## config.mk

```make
export PLATFORM = sky130hd
export DESIGN_NAME = charge_injection_scheduler
export DESIGN_NICKNAME = d
export VERILOG_FILES = /design/src/rtl/etroc2_fc_pkg.sv /design/src/rtl/l1a_due_fifo.sv /design/src/rtl/charge_injection_scheduler.sv
export SDC_FILE = /design/constraint.sdc
export NUM_CORES = 1
export LEC_CHECK = 0
export CAP_MARGIN = 20
export CORE_ASPECT_RATIO = 1.4
export CORE_MARGIN = 10
export CORE_UTILIZATION = 50
export CTS_CLUSTER_DIAMETER = 80
export CTS_CLUSTER_SIZE = 25
export DETAILED_ROUTE_END_ITERATION = 8
export GPL_TIMING_DRIVEN = 0
export PLACE_DENSITY = 0.78
export SLEW_MARGIN = 5
export SYNTH_ARGS = -nofsm -noshare
export SYNTH_HDL_FRONTEND = slang
export SYNTH_HIERARCHICAL = 1
export SYNTH_SLANG_ARGS = --single-unit
```

## constraint.sdc

```tcl
create_clock -name clk40 -period 14.05 [get_ports clk40]
set_input_delay 2.1075 -clock clk40 [delete_from_list [all_inputs] [get_ports clk40]]
set_output_delay 2.1075 -clock clk40 [all_outputs]
set_load 0.02 [all_outputs]
```

## src/rtl/etroc2_fc_pkg.sv

```systemverilog
// Shared definitions for the fast-command charge-injection path.
// Holds the BCID range, the sequencer state encoding and helpers that
// map the raw programming registers onto their effective values.
package etroc2_fc_pkg;

    localparam int          BCID_WIDTH      = 12;
    localparam logic [11:0] BCID_MAX        = 12'd3563;
    localparam int          MIN_L1A_LATENCY = 2;

    typedef enum logic [1:0] {
        IDLE   = 2'd0,
        INJECT = 2'd1,
        WAIT   = 2'd2
    } state_t;

    // A programmed period of 0 means back-to-back injections.
    function automatic logic [7:0] effective_period(input logic [7:0] period);
        return (period == 8'd0) ? 8'd1 : period;
    endfunction

    // The due-time pipeline needs at least two cycles between the push
    // and the registered selfL1A output, so shorter latencies are raised.
    function automatic logic [8:0] effective_latency(input logic [8:0] latency);
        return (latency < 9'(MIN_L1A_LATENCY)) ? 9'(MIN_L1A_LATENCY) : latency;
    endfunction

endpackage

```

## src/rtl/l1a_due_fifo.sv

```systemverilog
// Synchronous FIFO of self-L1A due-times.
// Ports:
//   clk, reset : clock and synchronous active-high reset
//   push, din  : write request and due-time to store
//   pop        : remove the head entry (ignored when empty)
//   full/empty : occupancy flags
//   head       : oldest stored due-time
// A push while full is accepted only if a pop happens in the same cycle;
// otherwise it is dropped and the caller flags the overflow.
module l1a_due_fifo #(
    parameter int DEPTH = 8,
    parameter int WIDTH = 10
) (
    input  logic             clk,
    input  logic             reset,
    input  logic             push,
    input  logic [WIDTH-1:0] din,
    input  logic             pop,
    output logic             full,
    output logic             empty,
    output logic [WIDTH-1:0] head
);

    localparam int AW = (DEPTH > 1) ? $clog2(DEPTH) : 1;

    logic [WIDTH-1:0] mem [DEPTH];
    logic [AW-1:0]    wr_ptr;
    logic [AW-1:0]    rd_ptr;
    logic [AW:0]      count;
    logic             do_pop;
    logic             do_push;

    assign do_pop  = pop && !empty;
    assign do_push = push && (!full || do_pop);

    assign full  = (count == (AW+1)'(DEPTH));
    assign empty = (count == '0);
    assign head  = mem[rd_ptr];

    always_ff @(posedge clk) begin
        if (reset) begin
            wr_ptr <= '0;
            rd_ptr <= '0;
            count  <= '0;
        end else begin
            if (do_push) wr_ptr <= wr_ptr + 1'b1;
            if (do_pop)  rd_ptr <= rd_ptr + 1'b1;
            unique case ({do_push, do_pop})
                2'b10:   count <= count + 1'b1;
                2'b01:   count <= count - 1'b1;
                default: count <= count;
            endcase
        end
    end

    // Storage needs no reset: entries are only read once counted in.
    always_ff @(posedge clk) begin
        if (do_push) mem[wr_ptr] <= din;
    end

endmodule

```

## src/rtl/charge_injection_scheduler.sv

```systemverilog
// Charge-injection burst sequencer with self-trigger L1A generation.
// Turns one fcQinj strobe into injCount one-cycle chargeInjectionCmd
// pulses spaced injPeriod BX apart, and schedules a selfL1A a fixed
// latency after each pulse.
// Ports:
//   clk40, reset        : 40 MHz clock, synchronous active-high reset
//   enable              : scheduler enable; dropping it aborts a burst
//   fcQinj, fcBCR       : one-cycle fast-command strobes
//   injCount/injPeriod  : burst length and spacing
//   l1aLatency          : injection-to-selfL1A delay in cycles
//   selfL1AEn           : schedule self-L1As for each injection
//   chargeInjectionCmd  : one-cycle pulse to the pulse generator
//   selfL1A             : one-cycle self-trigger
//   injBcid             : BCID of the most recent injection
//   busy                : burst in progress
//   l1aOverflow         : sticky, a self-L1A was dropped (FIFO full)
//   fsmState            : sequencer state, for observation
// Handshake: strobes are single-cycle pulses with no back-pressure;
// an fcQinj arriving while busy is discarded.
module charge_injection_scheduler
    import etroc2_fc_pkg::*;
#(
    parameter int FIFO_DEPTH  = 8,
    parameter int TIMER_WIDTH = 10
) (
    input  logic        clk40,
    input  logic        reset,
    input  logic        enable,
    input  logic        fcQinj,
    input  logic        fcBCR,
    input  logic [7:0]  injCount,
    input  logic [7:0]  injPeriod,
    input  logic [8:0]  l1aLatency,
    input  logic        selfL1AEn,
    output logic        chargeInjectionCmd,
    output logic        selfL1A,
    output logic [11:0] injBcid,
    output logic        busy,
    output logic        l1aOverflow,
    output state_t      fsmState
);

    state_t                 state;
    logic [7:0]             remaining;
    logic [7:0]             gap;
    logic [BCID_WIDTH-1:0]  bcid;
    logic [TIMER_WIDTH-1:0] timer;
    logic [TIMER_WIDTH-1:0] timer_next;
    logic [TIMER_WIDTH-1:0] due_time;
    logic [7:0]             eff_period;
    logic [8:0]             eff_latency;
    logic                   fifo_push;
    logic                   fifo_pop;
    logic                   fifo_full;
    logic                   fifo_empty;
    logic [TIMER_WIDTH-1:0] fifo_head;

    assign eff_period  = effective_period(injPeriod);
    assign eff_latency = effective_latency(l1aLatency);
    assign timer_next  = timer + TIMER_WIDTH'(1);
    assign due_time    = timer + TIMER_WIDTH'(eff_latency);
    assign fsmState    = state;

    // Every INJECT cycle is a real pulse, so it schedules a trigger.
    assign fifo_push = (state == INJECT) && selfL1AEn;
    // selfL1A is registered, so the head is matched against the timer
    // value of the coming cycle; modular equality makes wrap harmless.
    assign fifo_pop  = !fifo_empty && (fifo_head == timer_next);

    l1a_due_fifo #(
        .DEPTH (FIFO_DEPTH),
        .WIDTH (TIMER_WIDTH)
    ) u_fifo (
        .clk   (clk40),
        .reset (reset),
        .push  (fifo_push),
        .din   (due_time),
        .pop   (fifo_pop),
        .full  (fifo_full),
        .empty (fifo_empty),
        .head  (fifo_head)
    );

    // Burst sequencer. Outputs are decided together with the next state
    // so chargeInjectionCmd and busy line up with the state they describe.
    always_ff @(posedge clk40) begin
        if (reset) begin
            state              <= IDLE;
            remaining          <= '0;
            gap                <= '0;
            chargeInjectionCmd <= 1'b0;
            busy               <= 1'b0;
            injBcid            <= '0;
        end else begin
            chargeInjectionCmd <= 1'b0;
            unique case (state)
                IDLE: begin
                    if (fcQinj && enable && (injCount != 8'd0)) begin
                        remaining          <= injCount;
                        state              <= INJECT;
                        chargeInjectionCmd <= 1'b1;
                        busy               <= 1'b1;
                    end else begin
                        busy <= 1'b0;
                    end
                end
                INJECT: begin
                    injBcid   <= bcid;
                    remaining <= remaining - 8'd1;
                    if (!enable || (remaining == 8'd1)) begin
                        state <= IDLE;
                        busy  <= 1'b0;
                    end else if (eff_period == 8'd1) begin
                        state              <= INJECT;
                        chargeInjectionCmd <= 1'b1;
                    end else begin
                        state <= WAIT;
                        gap   <= eff_period - 8'd1;
                    end
                end
                WAIT: begin
                    gap <= gap - 8'd1;
                    if (!enable) begin
                        state <= IDLE;
                        busy  <= 1'b0;
                    end else if (gap == 8'd1) begin
                        state              <= INJECT;
                        chargeInjectionCmd <= 1'b1;
                    end
                end
                default: begin
                    state <= IDLE;
                    busy  <= 1'b0;
                end
            endcase
        end
    end

    // BCID counter, cycle timer and self-trigger output.
    always_ff @(posedge clk40) begin
        if (reset) begin
            bcid        <= '0;
            timer       <= '0;
            selfL1A     <= 1'b0;
            l1aOverflow <= 1'b0;
        end else begin
            if (fcBCR)                  bcid <= '0;
            else if (bcid == BCID_MAX)  bcid <= '0;
            else                        bcid <= bcid + 1'b1;
            timer   <= timer_next;
            selfL1A <= fifo_pop;
            if (fifo_push && fifo_full && !fifo_pop) l1aOverflow <= 1'b1;
        end
    end

endmodule

```

== After elaboration in Yosys (flattened, before gate mapping) ==
Memories as Yosys holds them, arrays and structs flattened. A register that Yosys moved wholly into a read port is not among the register bits.
Cells that the tools add are included.

* Input bits: 31
* Logic and storage cells: 94
* Memory bits (writable): 80
* Bits in latches: 0
* Memories: 1
* Register bits after elaboration: 66
* Bits in read-only memories: 0

* Add/sub/neg operators: 10
* Shift operators: 0
* Equal/unequal tests: 16
* Div/mod/pow operators: 0
* Bitwise logic cells: 0
* Multiply operators: 0
* Multiplexer cells: 27
* Order comparisons: 1
* Reduce and logical (&&, ||, !) cells: 26

{| class="wikitable"
|+ Memory list
! name !! words !! bits a word !! read ports !! clocked after memory_dff !! wr ports !! RTL line !! source
|-
| u_fifo.mem || 8 || 10 || 1 || 1 || 1 || l1a_due_fifo.sv:26 || <nowiki>logic [WIDTH-1:0] mem [DEPTH];</nowiki>
|}

{| class="wikitable"
|+ Operators by type and width
! kind !! count
|-
| 8-bit two-way mux || 4
|-
| 8-bit one-hot mux with 2 select lines || 2
|-
| 8-bit by 1-bit equality test with 1-bit output (second input constant) || 3
|-
| 8-bit by 1-bit subtractor with 8-bit output (second input constant) || 3
|-
| 12-bit by 1-bit adder with 12-bit output (second input constant) || 1
|-
| 12-bit equality test (second input constant) || 1
|-
| 10-bit by 1-bit adder with 10-bit output (second input constant) || 1
|-
| 10-bit by 9-bit adder with 10-bit output || 1
|-
| 10-bit equality test || 1
|-
| 2-bit two-way mux || 5
|-
| 9-bit by 2-bit less-than comparator with 1-bit output (second input constant) || 1
|-
| 1-bit two-way mux || 9
|-
| 9-bit two-way mux || 1
|-
| 1-bit logical AND || 8
|-
| 8-bit logical NOT || 1
|-
| 2-bit != test (second input constant) || 4
|-
| 4-bit one-hot mux with 2 select lines || 1
|-
| 8-bit nonzero test || 1
|-
| 3-bit by 1-bit adder with 3-bit output (second input constant) || 2
|-
| 3-bit two-way mux || 2
|-
| 1-bit one-hot mux with 3 select lines || 2
|-
| 2-bit one-hot mux with 3 select lines || 1
|-
| 2-bit AND reduction || 3
|-
| 2-bit nonzero test || 3
|-
| 13 further kinds || 19
|}

== Depth between registers and ports, before layout ==
Gate-level depths: netlist (run 1).

* Word-level depth: 8
* Mapped depth: 16
* Mapped depth without buffers: 15

== Modules after synthesis ==
The synthesis (run 1) kept the hierarchy.

{| class="wikitable"
|+ Modules (own cells, without submodules)
! module !! sequential area each (um^2) !! cells each !! area each (um^2) !! times used
|-
| l1a_due_fifo || 2662.6 || 198 || 3736.1 || 1
|-
| charge_injection_scheduler || 1121.1 || 421 || 3462.1 || 1
|}

== Least setup slack after synthesis (run 1) ==
OpenSTA, ideal clock, no wires.

* Path type: register -> register
* From: register with a tool-made name
* To: memory u_fifo.mem[0][0], enable pin
* Path slack: 9.514 ns
* Required time: 13.646 ns
* Arrival time: 4.132 ns
* Stages on the path, launching flop included: 12
* Path buffers: 1
* Period minus slack after synthesis: 4.536 ns
* Library setup time: 0.404 ns
* Path through: dfxtp_1 > buf_2 > mux4_2 > mux2_2 > nor2b_1 > a2111oi_2 > o2111ai_1 > or3_4 > a2111oi_4 > nand2b_1 > o21ai_4 > nor4_1

{| class="wikitable"
|+ RTL lines
! what !! RTL line
|-
| to (decl) || l1a_due_fifo.sv:26
|}

==> results of run 1 <==
power breakdown:
part	leakage, nW	switching (mW)	internal [mW]
Clock	0.271	0.177	0.261
Sequential	1.28	0.0142	0.478
Combinational	1.41	0.0889	0.0598
cells in the final DEF (no fill, tap or decap), types with 19 or more instances in the layout:
cell type        instances
ha_1                    25
edfxtp_1                80
clkdlybuf4s50_1         48
nor2_1                  71
mux4_2                  20
xor2_1                  24
xnor2_1                 19
o21ai_0                 19
a21oi_1                 20
inv_1                   22
clkbuf_1                23
dfxtp_1                 69
nand2_1                 29
cells by family after synthesis:
group           count (synthesis)  share of synthesized area
fa+ha+maj                      27                    0.04902
buf+inv                        56                    0.03233
mux                            47                     0.1019
xor+xnor                       43                    0.05232
flops                         149                     0.5256
compound gates                103                     0.1017
simple gates                  194                     0.1371
metal layers:
metal | vias to the layer above | share of wire
met5 | - | 0
met4 | 0 | 0.028
met3 | 32 | 0.041
met2 | 129 | 0.53
met1 | 2500 | 0.40
li1 | 2443 | -
cell type report:
| class | count | share of cell area |
|---|---|---|
| repair buffers | 54 | 0.06313 |
| inverters | 24 | 0.01052 |
| flip-flops and latches | 149 | 0.4419 |
| well taps | 185 | 0.02703 |
| clock buffers | 19 | 0.05056 |
| multi-input cells | 414 | 0.3747 |
| plain buffers | 32 | 0.01666 |
| clock inverters | 13 | 0.01549 |
worst paths after layout:
check,to,slack (ps),cells past startpoint
worst min register to register,busy$_SDFFE_PP0P_,460,2
worst min-delay path,busy$_SDFFE_PP0P_,460,2
worst max register to register,u_fifo/count[3]$_SDFFE_PP0P_,8950,16
worst max-delay path,u_fifo/count[3]$_SDFFE_PP0P_,8950,16
sequential cells by signal (all words and copies together) (netlist names), named ones only:
register,count
busy,1
l1aOverflow,1
gap,8
bcid,12
injBcid,12
selfL1A,1
timer,10
u_fifo/count,4
u_fifo/mem,80
u_fifo/rd_ptr,3
remaining,8
fsmState,2
chargeInjectionCmd,1
u_fifo/wr_ptr,3
critical path: cells and delay by family, from the launching register on:
kind | cells | cell delay, ps
compound gates | 7 | 1940
simple gates | 4 | 1110
mux | 2 | 720
buf+inv | 2 | 640
flops | 1 | 320
fa+ha+maj | 1 | 270
==> summary.md, run 1 <==
| Metric | Value |
|---|---|
| Layout cells sized above 1 | `0.1333` |
| Yosys warnings | `6` |
| Hpwl dp | `11790 um` |
| Sequential element share of the synthesized area | `0.5256` |
| Finished Core Util | `0.6099` |
| Synth top area cells | `edfxtp_1 (33%), dfxtp_1 (19%), mux4_2 (6.3%)` |
| Tmin final | `5097 ps` |
| Nets | `750` |
| Sequential Area | `3784 sq um` |
| Crit path cell chain | `clkbuf_1 > mux4_2 > mux2_2 > nor2b_1 > a221oi_1 > o2111ai_1 > or3_4 > a2111oi_4 > o21ai_2 > or2_1 > inv_2 > ha_1 > a21oi_1 > nor4bb_1 > o21bai_1 > a31oi_1` |
| Worst skew pair latency | `420 ps` |
| Met3 usage | `0.03747` |
| Clock buffer depth | `2` |
| H-Tree Depth | `4` |
| Peak supply drop | `0.09292 mV` |
| Area of the multi-input gates | `3208 sq um` |
| Antenna Diode Count | `0` |
| RSZ-0062 raised after global routing | `false` |
| Max-slew violations | `0` |
| Post-synth top flop | `edfxtp_1` |
| # DRC | `0` |
| TNS Setup | `0 ps` |
| Core area | `14040 sq um` |
| Post-CTS Setup Bufs | `0` |
| Distinct cells, synth | `75` |
| Measured slew at the worst slew-check pin | `1072 ps` |
| Antenna Violating Nets Remaining | `0` |
| Avg Cell Area, Syn | `11.63 sq um` |
| Relative slew slack | `0.2827` |
| Layout area overhead | `18.95%` |
| GRT busiest layer | `met2` |
| Die X | `121.4 um` |
| Startpoint types | `flop` |
| Critical path class | `flop to flop` |
| Post-DP Area | `7985 sq um` |
| Largest net degree at the start of global routing | `17` |
| Number of global-route vias before repair | `5307` |
| IO Pins | `49` |
| Async set-reset flop share out of synthesis | `0` |
| Final hold vios | `0` |
| Synth top cells by count | `edfxtp_1 (80), nor2_1 (71), dfxtp_1 (69)` |
| Power Total | `1.079 mW` |
| Met1 track demand over resource | `0.1861` |
| Max Freq | `0.1962 GHz` |
| Post-synth EDFFs | `80` |
| HP Class | `flop to flop` |
| Post-Syn Nets | `677` |
| Initial DRC Count | `320` |
| Top-count cell post-synth | `edfxtp_1` |
| WL/cell | `18.70 um` |
| Antenna violations before repair | `0` |
| Pwr dens | `126.0 nW/um^2` |
| Clk slew on worst S/H paths | `60 ps` |
| Num CTS Buffers | `17` |
| Total clock sinks | `149` |
| Placer congestion estimate | `0.8924` |
| Post-synthesis register bit count | `149` |
| Worst endpoint required time | `14390 ps` |
| Post-Syn Area | `7198 sq um` |
| # rows | `51` |
| Synth top area share | `0.3337` |
| Layout Cells excl Fill | `890` |
| Largest area contributor in the netlist | `edfxtp_1` |
| First-pass GRT wire length | `26700 um` |
| Initial Util | `0.5127` |
| Die Area | `19660 sq um` |
| CP Data Arrival Time | `5430 ps` |
| Final worst slack | `8953 ps` |
| Final period util | `0.3628` |
| 1st-pass router iterations | `4` |
| Post-Route WL | `16650 um` |
| Die height | `162.0 um` |
| Final hold slack | `459.2 ps` |
| # Max-Cap Violations | `0` |
| Pleak | `2.966 nW` |
| Status | `complete, no violations` |
| Routed vias/inst | `5.735` |
| # hold bufs at CTS | `0` |
| GRT Resource Usage Total | `0.1715` |
| Root buffer cell | `clkbuf_16` |
| PostCTS Resize Cnt | `0` |
| Clock Skews | `9.041 ps` |
| Remaining Overflow, GRT | `0` |
| Max Fanout on Critical Path | `10` |
| Post-Syn Instances | `619` |
| Fill count | `1112` |
| Total vias in the final route | `5104` |
| Slowest stage delay, CP | `620 ps` |
| Placed cell count | `857` |
| Crit path capture type | `flop` |
| Port buffer count | `48` |
| TritonCTS clock tree | `done` |
| Design Area, Final | `8562 sq um` |
| Crit-path slowest cell | `a2111oi_4` |
| Hold Startpoint | `busy$_SDFFE_PP0P_` |
| Setup-failing EPs final | `0` |
| M2 GR Usage | `0.3081` |
| Dpl ws | `8736 ps` |
Note: power is estimated with default switching activity, not from simulation.
==> run 2: changes to the inputs <==
PLACE_DENSITY = 0.81   (was 0.78)
clock period = 4.6 ns   (was 14.05 ns; I/O delays follow)
==> run 2 against run 1 <==
  * Clock-buffer cell count increased by 3
  * Routed wire length increased by 4.4%
  * Fmax increased by 13%
  * Largest cell class unchanged
  * Clock power increased to 3.2 times the previous value
  * Die area unchanged
  * Global-route usage increased by 0.86 points
  * Utilization increased by 1.0 points
==> summary.md, run 2 (synthesized netlist as in run 1, its figures left out) <==
| Metric | Value |
|---|---|
| Finished Core Util | `0.6200` |
| IO Pins | `49` |
| Initial Util | `0.5127` |
| Total vias in the final route | `5287` |
| Number of global-route vias before repair | `5533` |
| Critical Path Stages | `17` |
| Final hold vios | `0` |
| Die Area | `19660 sq um` |
| Clock Skews | `8.449 ps` |
| Pwr dens | `383.6 nW/um^2` |
| Pleak | `3.036 nW` |
| Setup-failing EPs final | `0` |
| Relative slew slack | `0.4697` |
| Crit path capture type | `flop` |
| Clk slew on worst S/H paths | `60 ps` |
| TNS Setup | `0 ps` |
| Routed vias/inst | `5.927` |
| First-pass GRT wire length | `27890 um` |
| Largest net degree at the start of global routing | `17` |
| Final worst slack | `69.71 ps` |
| Reg2reg path depth | `17` |
| Antenna violations before repair | `0` |
| Initial DRC Count | `379` |
| Crit path cell chain | `buf_12 > mux4_2 > mux2_2 > nor2b_1 > a2111oi_2 > o2111ai_1 > or3_4 > a2111oi_4 > buf_6 > o21ai_2 > or2_1 > inv_2 > ha_2 > a21oi_4 > a21oi_1 > nand3b_1 > a31oi_1` |
| HP Class | `flop to flop` |
| Antenna Diode Count | `0` |
| Final period util | `0.9848` |
| Tmin final | `4530 ps` |
| Antenna Violating Nets Remaining | `0` |
| Largest register FFs | `80` |
| Critical path class | `flop to flop` |
| Measured slew at the worst slew-check pin | `789.8 ps` |
| 1st-pass router iterations | `7` |
| TritonCTS clock tree | `done` |
| Buf+Inv Stages, Crit Path | `3` |
| Num CTS Buffers | `17` |
| Reg2Reg Setup Slack | `70 ps` |
| # DRC | `0` |
| Layout area overhead | `20.91%` |
| Largest regs | `u_fifo/mem (80), bcid (12), injBcid (12)` |
| Power Total | `3.338 mW` |
| # rows | `51` |
| # Max-Cap Violations | `0` |
| Max Fanout on Critical Path | `10` |
| GRT Resource Usage Total | `0.1801` |
| Crit path to | `u_fifo/count[3]$_SDFFE_PP0P_` |
| Port buffer count | `48` |
| Top delay family on crit path | `compound AO/OA/AOI/OAI gates` |
| Max-slew violations | `0` |
| Commonest non-fill, non-tap cell in the layout | `edfxtp_1` |
| Final hold slack | `464.7 ps` |
| Design Area, Final | `8703 sq um` |
| Startpoint types | `flop` |
| Hpwl dp | `12070 um` |
| Nets | `752` |
| WL/cell | `19.48 um` |
| Status | `complete, no violations` |
| Worst endpoint required time | `4930 ps` |
| Dpl ws | `-569.0 ps` |
| Placer congestion estimate | `0.8898` |
| Post-Route WL | `17380 um` |
| Remaining Overflow, GRT | `0` |
| Placed cell count | `857` |
| Most frequent cells in the layout | `edfxtp_1 (80), nor2_1 (68), dfxtp_1 (68), clkdlybuf4s50_1 (48), nand2_1 (29)` |
| Layout Cells excl Fill | `892` |
| Worst skew pair latency | `420 ps` |
| H-Tree Depth | `4` |
| Clock buffer depth | `2` |
| Layout cells sized above 1 | `0.1542` |
| Core area | `14040 sq um` |
| CP Data Arrival Time | `4860 ps` |
| Die X | `121.4 um` |
| FF-to-FF End | `u_fifo/count[3]$_SDFFE_PP0P_` |
| Crit-path slowest cell | `mux4_2` |
| Largest Register | `u_fifo/mem` |
| Slowest stage delay, CP | `510 ps` |
| Max Freq | `0.2207 GHz` |
| Die height | `162.0 um` |
| Root buffer cell | `clkbuf_16` |
| Peak supply drop | `0.2967 mV` |
| Post-DP Area | `7989 sq um` |
| Total clock sinks | `149` |
## run 2: worst min path at each step
stage / start / to / slack (ps) / depth (start not counted)
2_1_floorplan: bcid[0]$_SDFF_PP0_ / bcid[0]$_SDFF_PP0_ / 440 / 1
3_3_place_gp: bcid[0]$_SDFF_PP0_ / bcid[0]$_SDFF_PP0_ / 450 / 1
3_5_place_dp: busy$_SDFFE_PP0P_ / busy$_SDFFE_PP0P_ / 450 / 2
4_1_cts: busy$_SDFFE_PP0P_ / busy$_SDFFE_PP0P_ / 470 / 2
5_1_grt: busy$_SDFFE_PP0P_ / busy$_SDFFE_PP0P_ / 490 / 2
6_report: busy$_SDFFE_PP0P_ / busy$_SDFFE_PP0P_ / 460 / 2
## run 2: power by group
group	switching [mW]	total, mW	leakage [nW]	internal [mW]
clock	0.551	1.38	0.306	0.825
combinational	0.272	0.457	1.45	0.184
sequential	0.0445	1.51	1.28	1.46
total	0.868	3.34	3.04	2.47
## run 2: repair_timing
item | CTS | global route
pin swaps | 1 | 2
resized for setup | 11 | 11
cloned | 0 | 0
endpoints found under the setup margin | 79 | 38
hold buffers | 0 | 0
setup buffers | 3 | 0
## run 2: final cells by class
type                            count  area (sq um)
Buffer                             32         175.2
Multi-Input combinational cell    414          3258
Clock inverter                     10         76.32
Timing Repair Buffer               56         559.3
Fill cell                        1093          5335
Sequential cell                   149          3785
Tap cell                          185         231.5
Inverter                           24         90.09
Clock buffer                       22         528.0
## run 2: routing by layer
layer  global-route usage  wire, um
met1               0.1837      6448
met2               0.3278      9320
met3              0.04997      1024
met4              0.08533       584
met5                    0         0
## run 2: worst reg2reg max path: cells and delay by family, from the launching register on
kind / cells / cell delay (ps)
AO/OA/AOI/OAI: 7 / 1410
AND/OR/NAND/NOR: 4 / 1040
adder cells (fa/ha/maj): 1 / 310
multiplexers: 2 / 840
buffers and inverters: 3 / 450
flip-flops: 1 / 390
==> run 3: changes to the inputs <==
REMOVE_ABC_BUFFERS = 1   (was not set)
==> run 3 against run 2 <==
  * Non-clock buffer count down 26
  * Combinational power down 2%
  * Sequential share of layout area up 0.68 points
  * Clock skew up 0.82 ps
  * Register-to-register slack better by 60 ps
  * Via count down 3.6%
  * Fmax up 1.3%
  * Die area unchanged
  * Critical path depth down 2
  * Critical path type unchanged
  * Critical endpoint unchanged
  * Largest power group unchanged
==> summary.md, run 3 (synthesized netlist as in run 1, its figures left out) <==
| Metric | Value |
|---|---|
| Largest register FFs | `80` |
| Num CTS Buffers | `17` |
| Final hold slack | `461.3 ps` |
| Placer congestion estimate | `0.8508` |
| Die X | `121.4 um` |
| H-Tree Depth | `4` |
| # Max-Cap Violations | `0` |
| # rows | `51` |
| Initial Util | `0.5127` |
| Final period util | `0.9727` |
| Root buffer cell | `clkbuf_16` |
| HP Class | `flop to flop` |
| Core area | `14040 sq um` |
| Slowest stage delay, CP | `520 ps` |
| Relative slew slack | `0.4878` |
| IO Pins | `49` |
| First-pass GRT wire length | `26450 um` |
| Largest regs | `u_fifo/mem (80), bcid (12), injBcid (12)` |
| 1st-pass router iterations | `4` |
| Worst endpoint required time | `4940 ps` |
| Pwr dens | `391.6 nW/um^2` |
| Design Area, Final | `8583 sq um` |
| Antenna Violating Nets Remaining | `0` |
| Hpwl dp | `10760 um` |
| Commonest non-fill, non-tap cell in the layout | `edfxtp_1` |
| Measured slew at the worst slew-check pin | `762.8 ps` |
| # hold bufs at CTS | `0` |
| Startpoint types | `flop` |
| Total clock sinks | `149` |
| Crit path capture type | `flop` |
| # DRC | `0` |
| Peak supply drop | `0.2693 mV` |
| Nets | `726` |
| Largest net degree at the start of global routing | `33` |
| TritonCTS clock tree | `done` |
| Clock Skews | `9.265 ps` |
| Crit path cell chain | `mux4_2 > mux2_2 > nor2b_1 > a2111oi_2 > o2111ai_1 > or3_4 > a2111oi_4 > o21ai_2 > or2_1 > inv_2 > ha_1 > nand3_1 > nor4bb_1 > o21bai_1 > a31oi_1` |
| Tmin final | `4474 ps` |
| Antenna Diode Count | `0` |
| Max-slew violations | `0` |
| CP Data Arrival Time | `4820 ps` |
| GRT Resource Usage Total | `0.1677` |
| Dpl ws | `-643.5 ps` |
| Routed vias/inst | `5.888` |
| Pleak | `2.981 nW` |
| Post-Route WL | `16300 um` |
| Layout area overhead | `19.24%` |
| Die height | `162.0 um` |
| Port buffer count | `48` |
| Antenna violations before repair | `0` |
| Die Area | `19660 sq um` |
| Final worst slack | `125.8 ps` |
| Setup-failing EPs final | `0` |
| Final hold vios | `0` |
| Post-DP Area | `7883 sq um` |
| Crit-path slowest cell | `mux4_2` |
| Status | `complete, no violations` |
| WL/cell | `18.82 um` |
| Buf+Inv Stages, Crit Path | `1` |
| Finished Core Util | `0.6114` |
| Total vias in the final route | `5099` |
| Max Freq | `0.2235 GHz` |
| Clk slew on worst S/H paths | `60 ps` |
| Max Fanout on Critical Path | `6` |
| Power Total | `3.362 mW` |
| Largest Register | `u_fifo/mem` |
| Worst skew pair latency | `410 ps` |
| Number of global-route vias before repair | `5303` |
| Top delay family on crit path | `simple AND/OR/NAND/NOR gates` |
| Most frequent cells in the layout | `edfxtp_1 (80), nor2_1 (68), dfxtp_1 (67), clkdlybuf4s50_1 (47), nand2_1 (29)` |
| Clock buffer depth | `2` |
| Critical path class | `flop to flop` |
| Layout cells sized above 1 | `0.1483` |
| Initial DRC Count | `293` |
| Remaining Overflow, GRT | `0` |
-- run 3: cell type report --
class | instances | area, sq um
timing repair buffer | 62 | 631.9
multi-input combinational | 414 | 3233
fill | 1036 | 5455
inverter | 24 | 90.09
tap | 185 | 231.5
clock buffer | 19 | 454.2
clock inverter | 13 | 151.4
sequential | 149 | 3791
-- run 3: what timing repair did --
| item | in CTS | in global routing |
|---|---|---|
| gates cloned | 0 | 0 |
| setup buffers | 5 | 2 |
| pin swaps | 1 | 2 |
| setup endpoints to repair | 82 | 34 |
| gates resized for setup | 9 | 1 |
| hold endpoints to repair | 0 | 0 |
-- run 3: power by group --
group	total, mW	internal (mW)	switching, mW
combinational	0.450	0.186	0.264
sequential	1.51	1.46	0.0457
clock	1.41	0.882	0.524
total	3.36	2.53	0.833
-- run 3: worst register-to-register path: stages, from the launching register on --
cell       delay, ps
dfxtp_4          430
mux4_2           520
mux2_2           310
nor2b_1          180
a2111oi_2        420
o2111ai_1        180
or3_4            410
a2111oi_4        360
o21ai_2          170
or2_1            280
inv_2             90
ha_1             280
nand3_1          190
nor4bb_1         330
o21bai_1         120
a31oi_1          130
-- run 3: final timing paths --
kind	cells after the start	from	slack (ps)	end
worst max-delay path	15	flop	130	u_fifo/count[3]$_SDFFE_PP0P_
worst min-delay path	2	busy$_SDFFE_PP0P_	460	busy$_SDFFE_PP0P_
worst max register to register	15	flop	130	u_fifo/count[3]$_SDFFE_PP0P_
worst min register to register	2	busy$_SDFFE_PP0P_	460	busy$_SDFFE_PP0P_
-- run 3: routing by layer --
layer | GRT usage | wire length [um]
met1 | 0.1806 | 6303
met2 | 0.3000 | 8615
met3 | 0.04788 | 1053
met4 | 0.06576 | 323
met5 | 0 | 0
-- run 3: metrics by stage --
step | TNS [ps] | std cells
final | 0 | 866
after global routing | -29.05 | 866
after CTS | 0 | 864
after detailed placement | -31420 | 827
after global placement | -99840 | 820
after floorplan | -13150 | 587
